<file path="config.mk">
export PLATFORM = sky130hd
export DESIGN_NAME = placement_index_unit
export DESIGN_NICKNAME = d
export VERILOG_FILES = /design/src/rtl/placement_pkg.sv /design/src/rtl/strip_y_table.sv /design/src/rtl/placement_index_unit.sv
export SDC_FILE = /design/constraint.sdc
export NUM_CORES = 1
export LEC_CHECK = 0
export ABC_AREA = 1
export CELL_PAD_IN_SITES_DETAIL_PLACEMENT = 0
export CELL_PAD_IN_SITES_GLOBAL_PLACEMENT = 2
export CORE_UTILIZATION = 31
export DETAILED_ROUTE_END_ITERATION = 12
export PLACE_DENSITY_LB_ADDON = 0.1
export SYNTH_ARGS = -nofsm -noshare
export SYNTH_HDL_FRONTEND = slang
export SYNTH_SLANG_ARGS = --single-unit
</file>
<file path="constraint.sdc">
create_clock -name clk -period 1.79 [get_ports clk]
set_clock_uncertainty 0.05 [all_clocks]
set_input_delay 0.358 -clock clk [delete_from_list [all_inputs] [get_ports clk]]
set_output_delay 0.358 -clock clk [all_outputs]
set_load 0.05 [all_outputs]
</file>
<file path="src/rtl/placement_pkg.sv">
// Shared defaults for the placement index unit: widths, strip count, invalid
// coordinate and the reset-time strip-to-y offset table.
package placement_pkg;

  localparam int unsigned COORD_W_DEF       = 8;
  localparam int unsigned STRIP_W_DEF       = 4;
  localparam int unsigned NUM_STRIPS_DEF    = 13;
  localparam int unsigned STRIKE_W_DEF      = 4;
  localparam int unsigned INVALID_COORD_DEF = 128;
  localparam int unsigned CNT_W_DEF         = 16;

  // Indexed directly by strip ID; ID 0 and IDs past the default set hold 0.
  localparam int unsigned Y_DEFAULT_DEPTH = 16;
  localparam int unsigned Y_DEFAULTS [Y_DEFAULT_DEPTH] =
    '{0, 0, 8, 16, 25, 32, 42, 48, 59, 64, 76, 80, 96, 112, 0, 0};

  typedef enum logic [1:0] {
    RES_PLACED    = 2'd0,
    RES_STRUCK    = 2'd1,
    RES_RANGE_ERR = 2'd2
  } res_kind_e;

endpackage

</file>
<file path="src/rtl/strip_y_table.sv">
// Runtime-programmable strip-ID to y-offset table: synchronous write,
// combinational read, reset to the package defaults.
module strip_y_table
  import placement_pkg::*;
#(
  parameter int unsigned COORD_W    = COORD_W_DEF,
  parameter int unsigned STRIP_W    = STRIP_W_DEF,
  parameter int unsigned NUM_STRIPS = NUM_STRIPS_DEF
) (
  input  logic               clk,
  input  logic               rst,
  input  logic               wr_en,
  input  logic [STRIP_W-1:0] wr_addr,
  input  logic [COORD_W-1:0] wr_data,
  input  logic [STRIP_W-1:0] rd_addr,
  output logic [COORD_W-1:0] rd_data
);

  logic [COORD_W-1:0] rd_vec [2**STRIP_W];

  // Every address decodes to a slot; slots outside 1..NUM_STRIPS read as
  // zero and silently absorb writes.
  for (genvar g = 0; g < 2**STRIP_W; g++) begin : g_entry
    if (g >= 1 && g <= NUM_STRIPS) begin : g_live
      localparam int unsigned DEF =
        (g < Y_DEFAULT_DEPTH) ? Y_DEFAULTS[g % Y_DEFAULT_DEPTH] : 0;
      logic [COORD_W-1:0] entry_q;

      always_ff @(posedge clk) begin
        if (rst) begin
          entry_q <= COORD_W'(DEF);
        end else if (wr_en && wr_addr == STRIP_W'(g)) begin
          entry_q <= wr_data;
        end
      end

      assign rd_vec[g] = entry_q;
    end else begin : g_dead
      assign rd_vec[g] = '0;
    end
  end

  assign rd_data = rd_vec[rd_addr];

endmodule

</file>
<file path="src/rtl/placement_index_unit.sv">
// Converts granted placements into registered (x, y) indices with valid/ready
// flow control, strip range checking and saturating placement/strike counters.
module placement_index_unit
  import placement_pkg::*;
#(
  parameter int unsigned COORD_W       = COORD_W_DEF,
  parameter int unsigned STRIP_W       = STRIP_W_DEF,
  parameter int unsigned NUM_STRIPS    = NUM_STRIPS_DEF,
  parameter int unsigned STRIKE_W      = STRIKE_W_DEF,
  parameter int unsigned INVALID_COORD = INVALID_COORD_DEF,
  parameter int unsigned X_FROM_ONE    = 0,
  parameter int unsigned CNT_W         = CNT_W_DEF
) (
  input  logic                clk,
  input  logic                rst,
  input  logic                cfg_we,
  input  logic [STRIP_W-1:0]  cfg_addr,
  input  logic [COORD_W-1:0]  cfg_data,
  input  logic                in_valid,
  output logic                in_ready,
  input  logic [STRIP_W-1:0]  strip_id_in,
  input  logic [COORD_W-1:0]  occupied_width_in,
  input  logic [STRIKE_W-1:0] strike_in,
  input  logic                strike_flag_in,
  output logic                out_valid,
  input  logic                out_ready,
  output logic [COORD_W-1:0]  x_out,
  output logic [COORD_W-1:0]  y_out,
  output logic [STRIKE_W-1:0] strike_out,
  output logic                range_err_out,
  input  logic                cnt_clr,
  output logic [CNT_W-1:0]    placed_cnt,
  output logic [CNT_W-1:0]    struck_cnt
);

  localparam logic [STRIP_W-1:0] MAX_ID  = STRIP_W'(NUM_STRIPS);
  localparam logic [COORD_W-1:0] INV_XY  = COORD_W'(INVALID_COORD);

  logic [COORD_W-1:0] table_y;
  logic [COORD_W-1:0] x_next;
  logic [COORD_W-1:0] y_next;
  res_kind_e          kind_next;
  res_kind_e          kind_q;
  logic               accept;
  logic               deliver;

  strip_y_table #(
    .COORD_W    (COORD_W),
    .STRIP_W    (STRIP_W),
    .NUM_STRIPS (NUM_STRIPS)
  ) u_table (
    .clk     (clk),
    .rst     (rst),
    .wr_en   (cfg_we),
    .wr_addr (cfg_addr),
    .wr_data (cfg_data),
    .rd_addr (strip_id_in),
    .rd_data (table_y)
  );

  assign in_ready      = rst || !out_valid || out_ready;
  assign accept        = in_valid && in_ready;
  assign deliver       = out_valid && out_ready;
  assign range_err_out = (kind_q == RES_RANGE_ERR);

  always_comb begin
    x_next    = INV_XY;
    y_next    = INV_XY;
    kind_next = RES_PLACED;
    if (strike_flag_in) begin
      kind_next = RES_STRUCK;
    end else if (strip_id_in == '0 || strip_id_in > MAX_ID) begin
      kind_next = RES_RANGE_ERR;
    end else begin
      y_next = table_y;
      if (X_FROM_ONE != 0) begin
        x_next = (occupied_width_in == '0) ? '0 : occupied_width_in - 1'b1;
      end else begin
        x_next = occupied_width_in;
      end
    end
  end

  always_ff @(posedge clk) begin
    if (rst) begin
      out_valid  <= 1'b0;
      x_out      <= '0;
      y_out      <= '0;
      strike_out <= '0;
      kind_q     <= RES_PLACED;
    end else if (accept) begin
      out_valid  <= 1'b1;
      x_out      <= x_next;
      y_out      <= y_next;
      strike_out <= strike_in;
      kind_q     <= kind_next;
    end else if (out_ready) begin
      out_valid  <= 1'b0;
    end
  end

  always_ff @(posedge clk) begin
    if (rst || cnt_clr) begin
      placed_cnt <= '0;
      struck_cnt <= '0;
    end else if (deliver) begin
      if (kind_q == RES_PLACED) begin
        if (placed_cnt != '1) placed_cnt <= placed_cnt + 1'b1;
      end else begin
        if (struck_cnt != '1) struck_cnt <= struck_cnt + 1'b1;
      end
    end
  end

endmodule

</file>
==> parameters.txt <==
Parameter                              Value

Floorplanning
  Die Height    157 um
  I/O pin count    90
  Core Box Area    approximately 0.024 mm2
  Die Wd    between 150 and 200 um
  Std-Cell Rows    56
  Die Area    0.0247 mm2
  Starting utilization of the core area    0.317

Pwr
  VDD IR max    just over 0.5 mV
  Areal power density over the cells    around 830 mW/mm2
  Leak pwr    roughly 4.2 nW

Placed design
  Setup Slack @ Placement    -0.433 ns
  Placed inst area    0.00925 mm2
  HPWL after detailed placement    around 18000 um
  Total of buffers placed on input and output ports    between 80 and 90
  Placed insts    1545
  Placer congestion estimate    roughly 0.79

Final layout
  Layout cells sized above 1    0.181
  Nets    between 1000 and 1500
  Final antenna diode count    0
  Post-layout instance area    just under 0.01 mm2
  Final design utilization    0.418
  Reg area    0.00319 mm2
  Final std cells w/o fill    about 1600
  Area of combinational cells with multiple inputs    0.00363 mm2
  Number of fill cells in the layout    2576
  Signed area change from the synthesized netlist to the final layout    32.0%

Clocking
  Clock latency of the later-clocked register in the worst-skew pair    0.43 ns
  Root buffer cell    sky130_fd_sc_hd__clkbuf_16
  Buffer levels on the longest clock path    2
  Count of H-tree levels built during CTS    4
  CTS Hold Bufs    0
  Number of clock sinks    ~160
  TritonCTS Buffers    17
  TritonCTS clock tree    yes
  Clock slew seen by the registers of the worst setup and hold paths    roughly 0.070 ns

Timing
  Max-Slew Margin vs Limit    0.688
  Final worst-path cycle share    0.930
  Max-slew violation total from the final report    0
  Final count of negative-setup-slack endpoints    0
  Peak Freq    about 0.60 GHz
  Final Hold Vio Count    0
  Min setup slack post-route    roughly 0.12 ns
  Actual transition at the worst max-transition pin    ~0.46 ns
  Shortest period the worst path allows    between 1.5 and 2 ns
  Unrepaired setup endpoints after global routing    false

Worst setup path
  Endpoint of the lowest-slack register-to-register path    struck_cnt[2]
  Class of the most critical setup path    primary input to output pin
  Cell repeated most along the worst path    sky130_fd_sc_hd__buf_4
  Worst R2R Setup Slack    ~0.14 ns
  Highest cell delay on the worst timing path    0.47 ns
  Crit start category    primary input
  Sequence of cells on the critical path    clkdlybuf4s50_1 > nand3b_4 > buf_4 > buf_4
  Kind of capture point of the worst setup path    output pin
  Critical path data required time    between 1 and 1.5 ns
  Launch instance of the worst register-to-register path    struck_cnt[1]
  Critical-path top delay cell    sky130_fd_sc_hd__clkdlybuf4s50_1
  Worst-case reg-to-reg path depth    9
  Largest fanout on the critical path    2
  CP arrival    between 1 and 1.5 ns

GRT
  GR Layer Usage met2    0.360
  Global-route congestion overflow total    0
  Initial antenna violation count    0
  Fraction of met3 tracks used by global routing    0.0273
  Number of global-route vias before repair    around 6900
  Global-route usage over all layers    0.203
  Wire length of the first global-routing pass    approximately 38000 um
  Pin count of the biggest net entering global routing    67
  GRT Max-Usage Layer    met2
  Global-route track usage on met1    0.257

Logic synthesis
  Dominant register cell in the synthesized netlist    sky130_fd_sc_hd__dfxtp_1
  Synthesis warning total    0
  List of most frequent post-synthesis cells    sky130_fd_sc_hd__nand2_1, sky130_fd_sc_hd__nor2_1, sky130_fd_sc_hd__dfxtp_1
  Post-Syn Area per Cell    around 6.8 um2
  Netlist area before placement    ~0.0075 mm2
  Number of unique standard cell types used by synthesis    33
  Cell type with the largest total area after synthesis    sky130_fd_sc_hd__dfxtp_1
  Async set-or-reset flop fraction in the synthesized netlist    0
  Post-Synthesis Cells    1100
  Dominant cells by area after synthesis    sky130_fd_sc_hd__dfxtp_1, sky130_fd_sc_hd__nand2_1, sky130_fd_sc_hd__nor2_1
  Synthesized Nets    between 1000 and 1500
  Share of the synthesized area in the top cell type    0.427
  Number of enable flip-flop cells after synthesis    0
  Most frequently used cell type in the post-synthesis netlist    sky130_fd_sc_hd__nand2_1
  Fraction of the yosys area taken by sequential cells    0.427
  Synthesis-stage register bit count    about 160

Job
  Number of max-cap violations    0

Worst hold path
  Class of the most critical hold timing path    register to register
  End point of the most critical hold path    u_table.g_entry[5].g_live.entry_q[3]
  Launch instance of the worst min-delay path    u_table.g_entry[5].g_live.entry_q[3]
  Cell depth of the worst min-delay path    2

Routing
  Remaining number of nets flagged by the antenna check after routing    0
  Final routed wire length divided by cell count    15.5 um
  Drt first-iter violations    398
  Total wirelength of the detailed-routed design    around 25000 um
  Vias per inst    roughly 4.6
  DRC Markers    0
  Detailed-router iteration count before antenna repair    5
  Via count    between 7000 and 8000

Status
  Outcome    finished clean
==> cell families (layout without fill, tap and decap cells) <==
logic type      after synthesis  count (layout)  synth area share
fa+ha+maj                     2               2           0.00336
flops                       159             159             0.427
buf+inv                     156             315            0.0883
simple gates                547             547             0.308
compound gates              228             228             0.164
xor+xnor                      8               8           0.00940
==> layer usage <==
layer / vias up / part of all wire
met5: - / 0
met4: 0 / 0.012
met3: 19 / 0.029
met2: 102 / 0.49
met1: 3339 / 0.47
li1: 3827 / -
==> stage by stage <==
stage / hold WS, ns / TNS [ns] / total power, mW
2_1_floorplan: 0.370 / 0 / 4.23
3_3_place_gp: 0.379 / -15.27 / 4.70
3_5_place_dp: 0.384 / -16.21 / 4.70
4_1_cts: 0.394 / 0 / 8.24
5_1_grt: 0.413 / 0 / 8.48
6_report: 0.393 / 0 / 8.14
==> power breakdown <==
| part | switching, mW | total [mW] | internal, mW |
|---|---|---|---|
| clock | 1.72 | 3.54 | 1.82 |
| combinational | 0.583 | 0.951 | 0.368 |
| sequential | 0.0403 | 3.65 | 3.61 |
==> how the worst max path moves through the flow <==
| stage | start | endpoint | slack, ns | cells after the start |
|---|---|---|---|---|
| 3_3_place_gp | out_ready | placed_cnt[11] | -0.42 | 8 |
| 3_5_place_dp | out_ready | placed_cnt[11] | -0.43 | 8 |
| 5_1_grt | placed_cnt[0] | placed_cnt[3] | 0.003 | 9 |
| 4_1_cts | rst | in_ready | 0.01 | 5 |
| 2_1_floorplan | struck_cnt[0] | struck_cnt[4] | 0.02 | 9 |
| 6_report | out_ready | in_ready | 0.12 | 4 |
==> worst max-delay path, delay by kind of cell <==
family	cells	cell delay, ns
buffers and inverters	3	0.77
AND/OR/NAND/NOR	1	0.13
==> cells in the final DEF (no fill, tap or decap), types with 2 or more instances in the layout <==
master                              n
sky130_fd_sc_hd__inv_1             92
sky130_fd_sc_hd__nor3_2             4
sky130_fd_sc_hd__clkinvlp_4         5
sky130_fd_sc_hd__inv_2             11
sky130_fd_sc_hd__buf_4            123
sky130_fd_sc_hd__nor3_4             2
sky130_fd_sc_hd__nor2_4             3
sky130_fd_sc_hd__nand3_1           54
sky130_fd_sc_hd__nor2_1           197
sky130_fd_sc_hd__dfxtp_1          155
sky130_fd_sc_hd__dfxtp_2            3
sky130_fd_sc_hd__buf_12            20
sky130_fd_sc_hd__a21oi_2            4
sky130_fd_sc_hd__inv_6              6
sky130_fd_sc_hd__nand2_2            7
sky130_fd_sc_hd__clkbuf_16         17
sky130_fd_sc_hd__nand2_1          238
sky130_fd_sc_hd__clkdlybuf4s50_1   32
sky130_fd_sc_hd__a22oi_1            8
sky130_fd_sc_hd__nand3_2            2
sky130_fd_sc_hd__nor2_2            10
sky130_fd_sc_hd__inv_4              2
sky130_fd_sc_hd__o21ai_0          118
sky130_fd_sc_hd__nand4_1            6
sky130_fd_sc_hd__o211ai_1          15
sky130_fd_sc_hd__a21oi_1           66
sky130_fd_sc_hd__o21ai_1           15
sky130_fd_sc_hd__inv_8              2
sky130_fd_sc_hd__xor2_1             7
sky130_fd_sc_hd__nor3_1            22
==> layout make-up <==
type	instances	share of cell area
Tap cell	319	0.0406
Multi-Input combinational cell	785	0.369
Clock buffer	17	0.0432
Timing Repair Buffer	177	0.169
Inverter	106	0.0410
Clock inverter	15	0.0128
Sequential cell	159	0.324
==> state kept, by name, summed over array words and instances (netlist names) <==
register / flops
y_out: 8
kind_q: 2
struck_cnt: 16
out_valid: 1
u_table.g_entry.g_live.entry_q: 104
strike_out: 4
x_out: 8
placed_cnt: 16
==> timing repair <==
item,4_1_cts,5_1_grt
gates cloned,0,0
setup endpoints to repair,2,13
resized for setup,1,7
pin swaps,0,2
hold endpoints to repair,0,0
setup buffers,0,1
No activity file was read; power rests on OpenSTA's default activity.
